### config.mk
export PLATFORM = sky130hd
export DESIGN_NAME = axis_switch_arbiter
export DESIGN_NICKNAME = d
export VERILOG_FILES = /design/src/rtl/axis_arb_pkg.sv /design/src/rtl/axis_arb_rr_pick.sv /design/src/rtl/axis_switch_arbiter.sv
export SDC_FILE = /design/constraint.sdc
export NUM_CORES = 1
export LEC_CHECK = 0
export BUFFER_PORTS_ARGS = -buffer_cell sky130_fd_sc_hd__buf_2
export CAP_MARGIN = 20
export CELL_PAD_IN_SITES_DETAIL_PLACEMENT = 1
export CELL_PAD_IN_SITES_GLOBAL_PLACEMENT = 1
export CORE_UTILIZATION = 41
export CTS_CLUSTER_SIZE = 8
export DETAILED_ROUTE_END_ITERATION = 10
export PLACE_DENSITY_LB_ADDON = 0.1
export SETUP_SLACK_MARGIN = 0.5
export SLEW_MARGIN = 20
export SYNTH_ARGS = -nofsm -noshare
export SYNTH_HDL_FRONTEND = slang
export SYNTH_SLANG_ARGS = --single-unit
### constraint.sdc
create_clock -name aclk -period 1.96 [get_ports aclk]
set_input_delay 0.294 -clock aclk [delete_from_list [all_inputs] [get_ports aclk]]
set_output_delay 0.294 -clock aclk [all_outputs]
set_load 0.05 [all_outputs]
### src/rtl/axis_arb_pkg.sv
// Shared constants, types and helpers for the AXI-Stream switch arbiter.
package axis_arb_pkg;

  localparam int NUM_SRC = 3;
  localparam int GID_W   = 2;
  localparam logic [GID_W-1:0] GID_NONE = 2'd3;

  typedef enum logic [0:0] {
    IDLE  = 1'b0,
    GRANT = 1'b1
  } arb_state_e;

  typedef struct packed {
    logic [NUM_SRC-1:0] mask;
    logic               force_en;
    logic [GID_W-1:0]   force_sel;
  } arb_cfg_t;

  function automatic logic [NUM_SRC-1:0] gid_onehot(input logic [GID_W-1:0] id);
    logic [NUM_SRC-1:0] oh;
    oh = '0;
    for (int i = 0; i < NUM_SRC; i++) begin
      if (id == GID_W'(i)) oh[i] = 1'b1;
    end
    return oh;
  endfunction

endpackage

### src/rtl/axis_arb_rr_pick.sv
// Combinational round-robin picker: first eligible source strictly after rr_ptr.
module axis_arb_rr_pick
  import axis_arb_pkg::*;
(
  input  logic [NUM_SRC-1:0] eligible,
  input  logic [GID_W-1:0]   rr_ptr,
  output logic [GID_W-1:0]   pick_id,
  output logic               pick_vld
);

  logic [GID_W-1:0] idx;

  // Scan farthest-first so the nearest candidate after rr_ptr overwrites the rest.
  always_comb begin
    pick_id  = GID_NONE;
    pick_vld = 1'b0;
    idx      = '0;
    for (int k = NUM_SRC; k >= 1; k--) begin
      idx = GID_W'((int'(rr_ptr) + k) % NUM_SRC);
      if (eligible[idx]) begin
        pick_id  = idx;
        pick_vld = 1'b1;
      end
    end
  end

endmodule

### src/rtl/axis_switch_arbiter.sv
// Packet-granular 3-source AXI-Stream switch arbiter with fixed-grant override.
// Optional grant watchdog enabled by defining AXIS_ARB_TIMEOUT_EN.
module axis_switch_arbiter
  import axis_arb_pkg::*;
#(
  parameter int TIMEOUT_CYC = 1024,
  parameter int CNT_W       = 16
) (
  input  logic                 aclk,
  input  logic                 aresetn,
  input  logic [NUM_SRC-1:0]   s_req,
  input  logic [NUM_SRC-1:0]   src_mask,
  input  logic                 force_en,
  input  logic [GID_W-1:0]     force_sel,
  input  logic                 m_tvalid,
  input  logic                 m_tready,
  input  logic                 m_tlast,
  output logic                 s0_en,
  output logic                 s1_en,
  output logic                 s2_en,
  output logic [GID_W-1:0]     grant_id,
  output logic                 busy,
  output logic [CNT_W-1:0]     pkt_cnt0,
  output logic [CNT_W-1:0]     pkt_cnt1,
  output logic [CNT_W-1:0]     pkt_cnt2,
  output logic                 timeout_err
);

  // Assert asynchronously, release on aclk after two flops.
  logic [1:0] rst_sync_q, rst_sync_d;
  logic       rst_n;

  assign rst_sync_d = {rst_sync_q[0], 1'b1};

  always_ff @(posedge aclk or negedge aresetn) begin
    if (!aresetn) rst_sync_q <= '0;
    else          rst_sync_q <= rst_sync_d;
  end

  assign rst_n = rst_sync_q[1];

  arb_cfg_t cfg;
  assign cfg = '{mask: src_mask, force_en: force_en, force_sel: force_sel};

  arb_state_e                      state_q, state_d;
  logic [NUM_SRC-1:0]              s_en_q, s_en_d;
  logic [GID_W-1:0]                grant_id_q, grant_id_d;
  logic                            busy_q, busy_d;
  logic [GID_W-1:0]                rr_ptr_q, rr_ptr_d;
  logic [NUM_SRC-1:0][CNT_W-1:0]   pkt_cnt_q, pkt_cnt_d;

  logic [NUM_SRC-1:0] eligible;
  logic [GID_W-1:0]   pick_id;
  logic               pick_vld;
  logic               beat, last_beat;
  logic               req_vld;
  logic [GID_W-1:0]   req_id;
  logic               rel;

  assign eligible  = s_req & ~cfg.mask;
  assign beat      = m_tvalid & m_tready;
  assign last_beat = beat & m_tlast;

  axis_arb_rr_pick u_pick (
    .eligible (eligible),
    .rr_ptr   (rr_ptr_q),
    .pick_id  (pick_id),
    .pick_vld (pick_vld)
  );

`ifdef AXIS_ARB_TIMEOUT_EN
  localparam int WD_W = $clog2(TIMEOUT_CYC + 1);

  logic [WD_W-1:0] wd_q, wd_d;
  logic            wd_expire;
  logic            timeout_err_q, timeout_err_d;

  // A cycle with any accepted beat never expires, so a tlast beat always wins.
  assign wd_expire = (state_q == GRANT) && !beat && (wd_q == WD_W'(TIMEOUT_CYC - 1));

  always_comb begin
    wd_d = '0;
    if ((state_q == GRANT) && !beat && !wd_expire) wd_d = wd_q + WD_W'(1);
  end

  always_ff @(posedge aclk or negedge rst_n) begin
    if (!rst_n) begin
      wd_q          <= '0;
      timeout_err_q <= 1'b0;
    end else begin
      wd_q          <= wd_d;
      timeout_err_q <= timeout_err_d;
    end
  end

  assign timeout_err = timeout_err_q;
`else
  logic unused_tmo_cfg;
  assign unused_tmo_cfg = (TIMEOUT_CYC != 0);
  assign timeout_err    = 1'b0;
`endif

  always_comb begin
    state_d    = state_q;
    s_en_d     = s_en_q;
    grant_id_d = grant_id_q;
    busy_d     = busy_q;
    rr_ptr_d   = rr_ptr_q;
    pkt_cnt_d  = pkt_cnt_q;
    req_vld    = 1'b0;
    req_id     = GID_NONE;
    rel        = 1'b0;
`ifdef AXIS_ARB_TIMEOUT_EN
    timeout_err_d = 1'b0;
`endif
    case (state_q)
      IDLE: begin
        // Forced grant ignores requests and mask; force_sel==GID_NONE parks the switch.
        if (cfg.force_en) begin
          req_vld = (cfg.force_sel != GID_NONE);
          req_id  = cfg.force_sel;
        end else begin
          req_vld = pick_vld;
          req_id  = pick_id;
        end
        if (req_vld) begin
          state_d    = GRANT;
          s_en_d     = gid_onehot(req_id);
          grant_id_d = req_id;
          busy_d     = 1'b1;
        end
      end
      GRANT: begin
        if (last_beat) begin
          rel = 1'b1;
          for (int i = 0; i < NUM_SRC; i++) begin
            if (grant_id_q == GID_W'(i)) pkt_cnt_d[i] = pkt_cnt_q[i] + CNT_W'(1);
          end
        end
`ifdef AXIS_ARB_TIMEOUT_EN
        else if (wd_expire) begin
          rel           = 1'b1;
          timeout_err_d = 1'b1;
        end
`endif
        if (rel) begin
          state_d    = IDLE;
          s_en_d     = '0;
          grant_id_d = GID_NONE;
          busy_d     = 1'b0;
          rr_ptr_d   = grant_id_q;
        end
      end
      default: state_d = IDLE;
    endcase
  end

  // rr_ptr resets to the last source so source 0 wins the first arbitration.
  always_ff @(posedge aclk or negedge rst_n) begin
    if (!rst_n) begin
      state_q    <= IDLE;
      s_en_q     <= '0;
      grant_id_q <= GID_NONE;
      busy_q     <= 1'b0;
      rr_ptr_q   <= GID_W'(NUM_SRC - 1);
      pkt_cnt_q  <= '0;
    end else begin
      state_q    <= state_d;
      s_en_q     <= s_en_d;
      grant_id_q <= grant_id_d;
      busy_q     <= busy_d;
      rr_ptr_q   <= rr_ptr_d;
      pkt_cnt_q  <= pkt_cnt_d;
    end
  end

  assign {s2_en, s1_en, s0_en} = s_en_q;
  assign grant_id              = grant_id_q;
  assign busy                  = busy_q;
  assign pkt_cnt0              = pkt_cnt_q[0];
  assign pkt_cnt1              = pkt_cnt_q[1];
  assign pkt_cnt2              = pkt_cnt_q[2];

endmodule

==> summary.md <==
| Metric | Value |
|---|---|
| Status | `complete, but fails checks` |
| Violated checks | `negative setup slack` |
| Main synth FF type | `dfrtp_1` |
| All-Layer GR Usage | `20.01%` |
| Slack of the critical path | `-345.2 ps` |
| Layout cell share with drive strength beyond 1 | `~58%` |
| Vias in the first global route | `2221` |
| RSZ-0062 raised after global routing | `yes` |
| FFs w/ async S/R, synth | `100.0%` |
| Final core utilization | `67.00%` |
| # port buffers | `67` |
| Area leader, netlist | `dfrtp_1` |
| Worst setup EP type | `flip-flop` |
| Total wire length | `6958 microns` |
| P per Cell Area | `1013 nW/um^2` |
| Clock skew | `9.693 ps` |
| Cells after synthesis | `241` |
| Final setup viols | `7` |
| Seq pwr share | `approximately 37%` |
| Final Max Tran Viols | `0` |
| Comb pwr share | `37.7%` |
| Post-synth top area share | `51.88%` |
| Sequential fraction of the synthesis area | `54.79%` |
| Critical path peak fanout | `3` |
| Switch share | `37.29%` |
| Layout area overhead | `57.48%` |
| Antenna Cells | `0` |
| CTS buffer count | `9` |
| I/O pin count | `69` |
| Synthesized area per cell | `11.21 sq um` |
| Die width | `a little over 80 microns` |
| Synth Warn # | `0` |
| Startpoint types | `flip-flop` |
| Final hold vios | `0` |
| M2 GR Usage | `32.86%` |
| Top cells by count, synth | `56 x dfrtp_1, 28 x xnor2_1, 21 x nand2_1, 19 x nand3_1, 17 x xor2_1` |
| Final Cell Area | `about 4300 sq um` |
| Num rows | `29` |
| Fillcell total | `650` |
| Die height | `just over 80 microns` |
| Vias per cell | `5.084` |
| Number of max-cap violations | `0` |
| Clock Power Share | `25.1%` |
| Post-route minimum period | `2305 ps` |
| Initial DRC Count | `61` |
| Routing usage on met3 | `4.175%` |
| Worst EP required | `around 2200 ps` |
| Power Total | `4.308 mW` |
| First-pass GRT wire length | `10920 microns` |
| Top-count cell post-synth | `dfrtp_1` |
| P_int | `2.702 mW` |
| EDFF count, synth | `0` |
| Register area | `1505 sq um` |
| Crit Path Class | `reg -> reg` |
| DRC Markers | `0` |
| Total net switching power | `between 1.5 and 2 mW` |
| Initial antenna violation count | `0` |
| Max IR drop VDD | `roughly 0.0011 V` |
| DR vias | `2227` |
| Yosys cell types | `42` |
| Busiest grt layer | `met2` |
| Fin nets | `375` |
| Gr ovfl total | `0` |
| Maximum number of pins on one net before global-route repair | `58` |
| Detailed Routing Iterations Pass 1 | `4` |
| Drt wl/cell | `15.89 microns` |
| Crit path DAT | `2520 ps` |
| FMAX | `about 430 MHz` |
| Clk root buf | `clkbuf_8` |
| Max clock buf depth | `2` |
| CTS sink count | `59` |
| TritonCTS clock tree | `built` |
| Multi-input gate area | `1642 sq um` |
| Fin crit share | `117.6%` |
| Starting Density | `42.54%` |
| Routed Antenna Nets | `0` |
| Syn Nets | `260` |
| Seq cells post-synth | `59` |
| Area after DPL | `3390 sq um` |
| Leak | `2.209 nW` |
| Top cells by area, synth | `dfrtp_1 52%, xnor2_1 9.1%, xor2_1 5.5%` |
| Core region area | `6350 sq um` |
| Min-delay worst type | `reg -> async` |
| Die area | `approximately 6900 sq um` |
| Clock H-tree levels | `3` |
| Mapped cell area | `2701 sq um` |
| Skew-Pair Late Insertion Delay | `330 ps` |
| RePlAce Congestion | `~0.8` |
| Met1 Track Usage GR | `between 20 and 30%` |
| Post-DP HPWL | `3988 microns` |
| CTS clk-pin slew, worst paths | `~70 ps` |
| Setup TNS | `-1925 ps` |
-- power groups by stage --
stage | Combinational, mW | Clock [mW] | Sequential (mW)
global route | 1.73 | 1.17 | 1.62
CTS | 1.53 | 1.10 | 1.58
global placement | 1.21 | 0 | 1.63
finish | 1.62 | 1.08 | 1.60
detailed placement | 1.24 | 0 | 1.63
floorplan | 0.517 | 0 | 2.00
-- flip-flops by register name, summed over array words and instances, names as in the netlist --
name	count
pkt_cnt0	16
pkt_cnt1	16
pkt_cnt2	16
s_en_q	3
grant_id	2
rr_ptr_q	2
rst_sync_q	2
busy	1
state_q	1
-- worst max-delay path: stages (launching register included) --
cell     delay [ps]
dfstp_2         560
ha_4            200
or4b_4          510
o31a_1          130
and2_1          140
a221o_1         330
nor2b_4         140
a32o_1          200
-- final cells by class --
cell class	instances	share of cell area [%]
clock buffer	13	3.500
clock inverter	3	0.9412
inverter	10	0.9412
multi-input combinational	167	38.59
sequential	59	35.38
tap	77	2.265
timing repair buffer	109	18.38
-- kinds of logic after synthesis --
group	after synthesis	synth area share (%)
AOI/OAI and AO/OA	18	4.632
DFF	59	54.79
buffers and inverters	16	2.408
muxes	4	1.667
adders and majority gates	5	2.316
other	2	0.2780
and+or+nand+nor	92	19.31
xor gates and xnor gates	45	14.59
-- cells in the final DEF, fill, tap and decap left out, types with 3 or more instances in the layout --
cell type,count
nor2b_1,3
xnor2_1,15
clkbuf_8,10
and3_1,4
nor3_4,6
nand2_4,5
a31oi_1,3
inv_1,9
clkbuf_1,3
nand4_1,7
and4_1,4
buf_2,63
dfrtp_1,42
mux2_4,3
nand3_2,7
o21ai_0,4
dfrtp_2,14
nand3_1,6
xor2_1,16
buf_4,18
nand2b_1,5
xnor2_2,13
nand2_2,3
ha_1,3
nand3_4,6
nand2_1,13
nor2_4,8
buf_6,21
-- repair_timing --
item,4_1_cts,5_1_grt
setup buffers,17,12
endpoints found under the hold margin,2,0
setup endpoints to repair,48,53
hold buffers,1,0
gates cloned,1,0
gates resized for setup,54,41
pin swaps,43,29
-- stage by stage --
step / instances / setup WS, ps / hold WS (ps)
finish: 438 / -345.2 / 258.7
global placement: 391 / -296.6 / 80.29
detailed placement: 391 / -335.2 / 80.69
floorplan: 241 / -262.9 / -1.591
CTS: 426 / -338.3 / 259.8
global route: 438 / -411.2 / 275.6
-- path summary, 6_finish.rpt --
check                               from            to  slack [ps]  cells after the start
hold reg to reg            rst_sync_q[1]  pkt_cnt0[13]         260                      1
setup reg to reg             rr_ptr_q[1]     s_en_q[0]        -350                      7
setup / recovery             rr_ptr_q[1]     s_en_q[0]        -350                      7
min in group aclk               m_tready       state_q         290                      4
hold / removal             rst_sync_q[1]  pkt_cnt0[13]         260                      1
max in group asynchronous  rst_sync_q[1]   rr_ptr_q[1]        1390                      1
-- metal layers --
metal	vias up	routed length, microns
met5	-	0
met4	0	72
met3	7	254
met2	52	3517
met1	1117	3113
li1	1051	-
No activity file was read; power rests on OpenSTA's default activity.
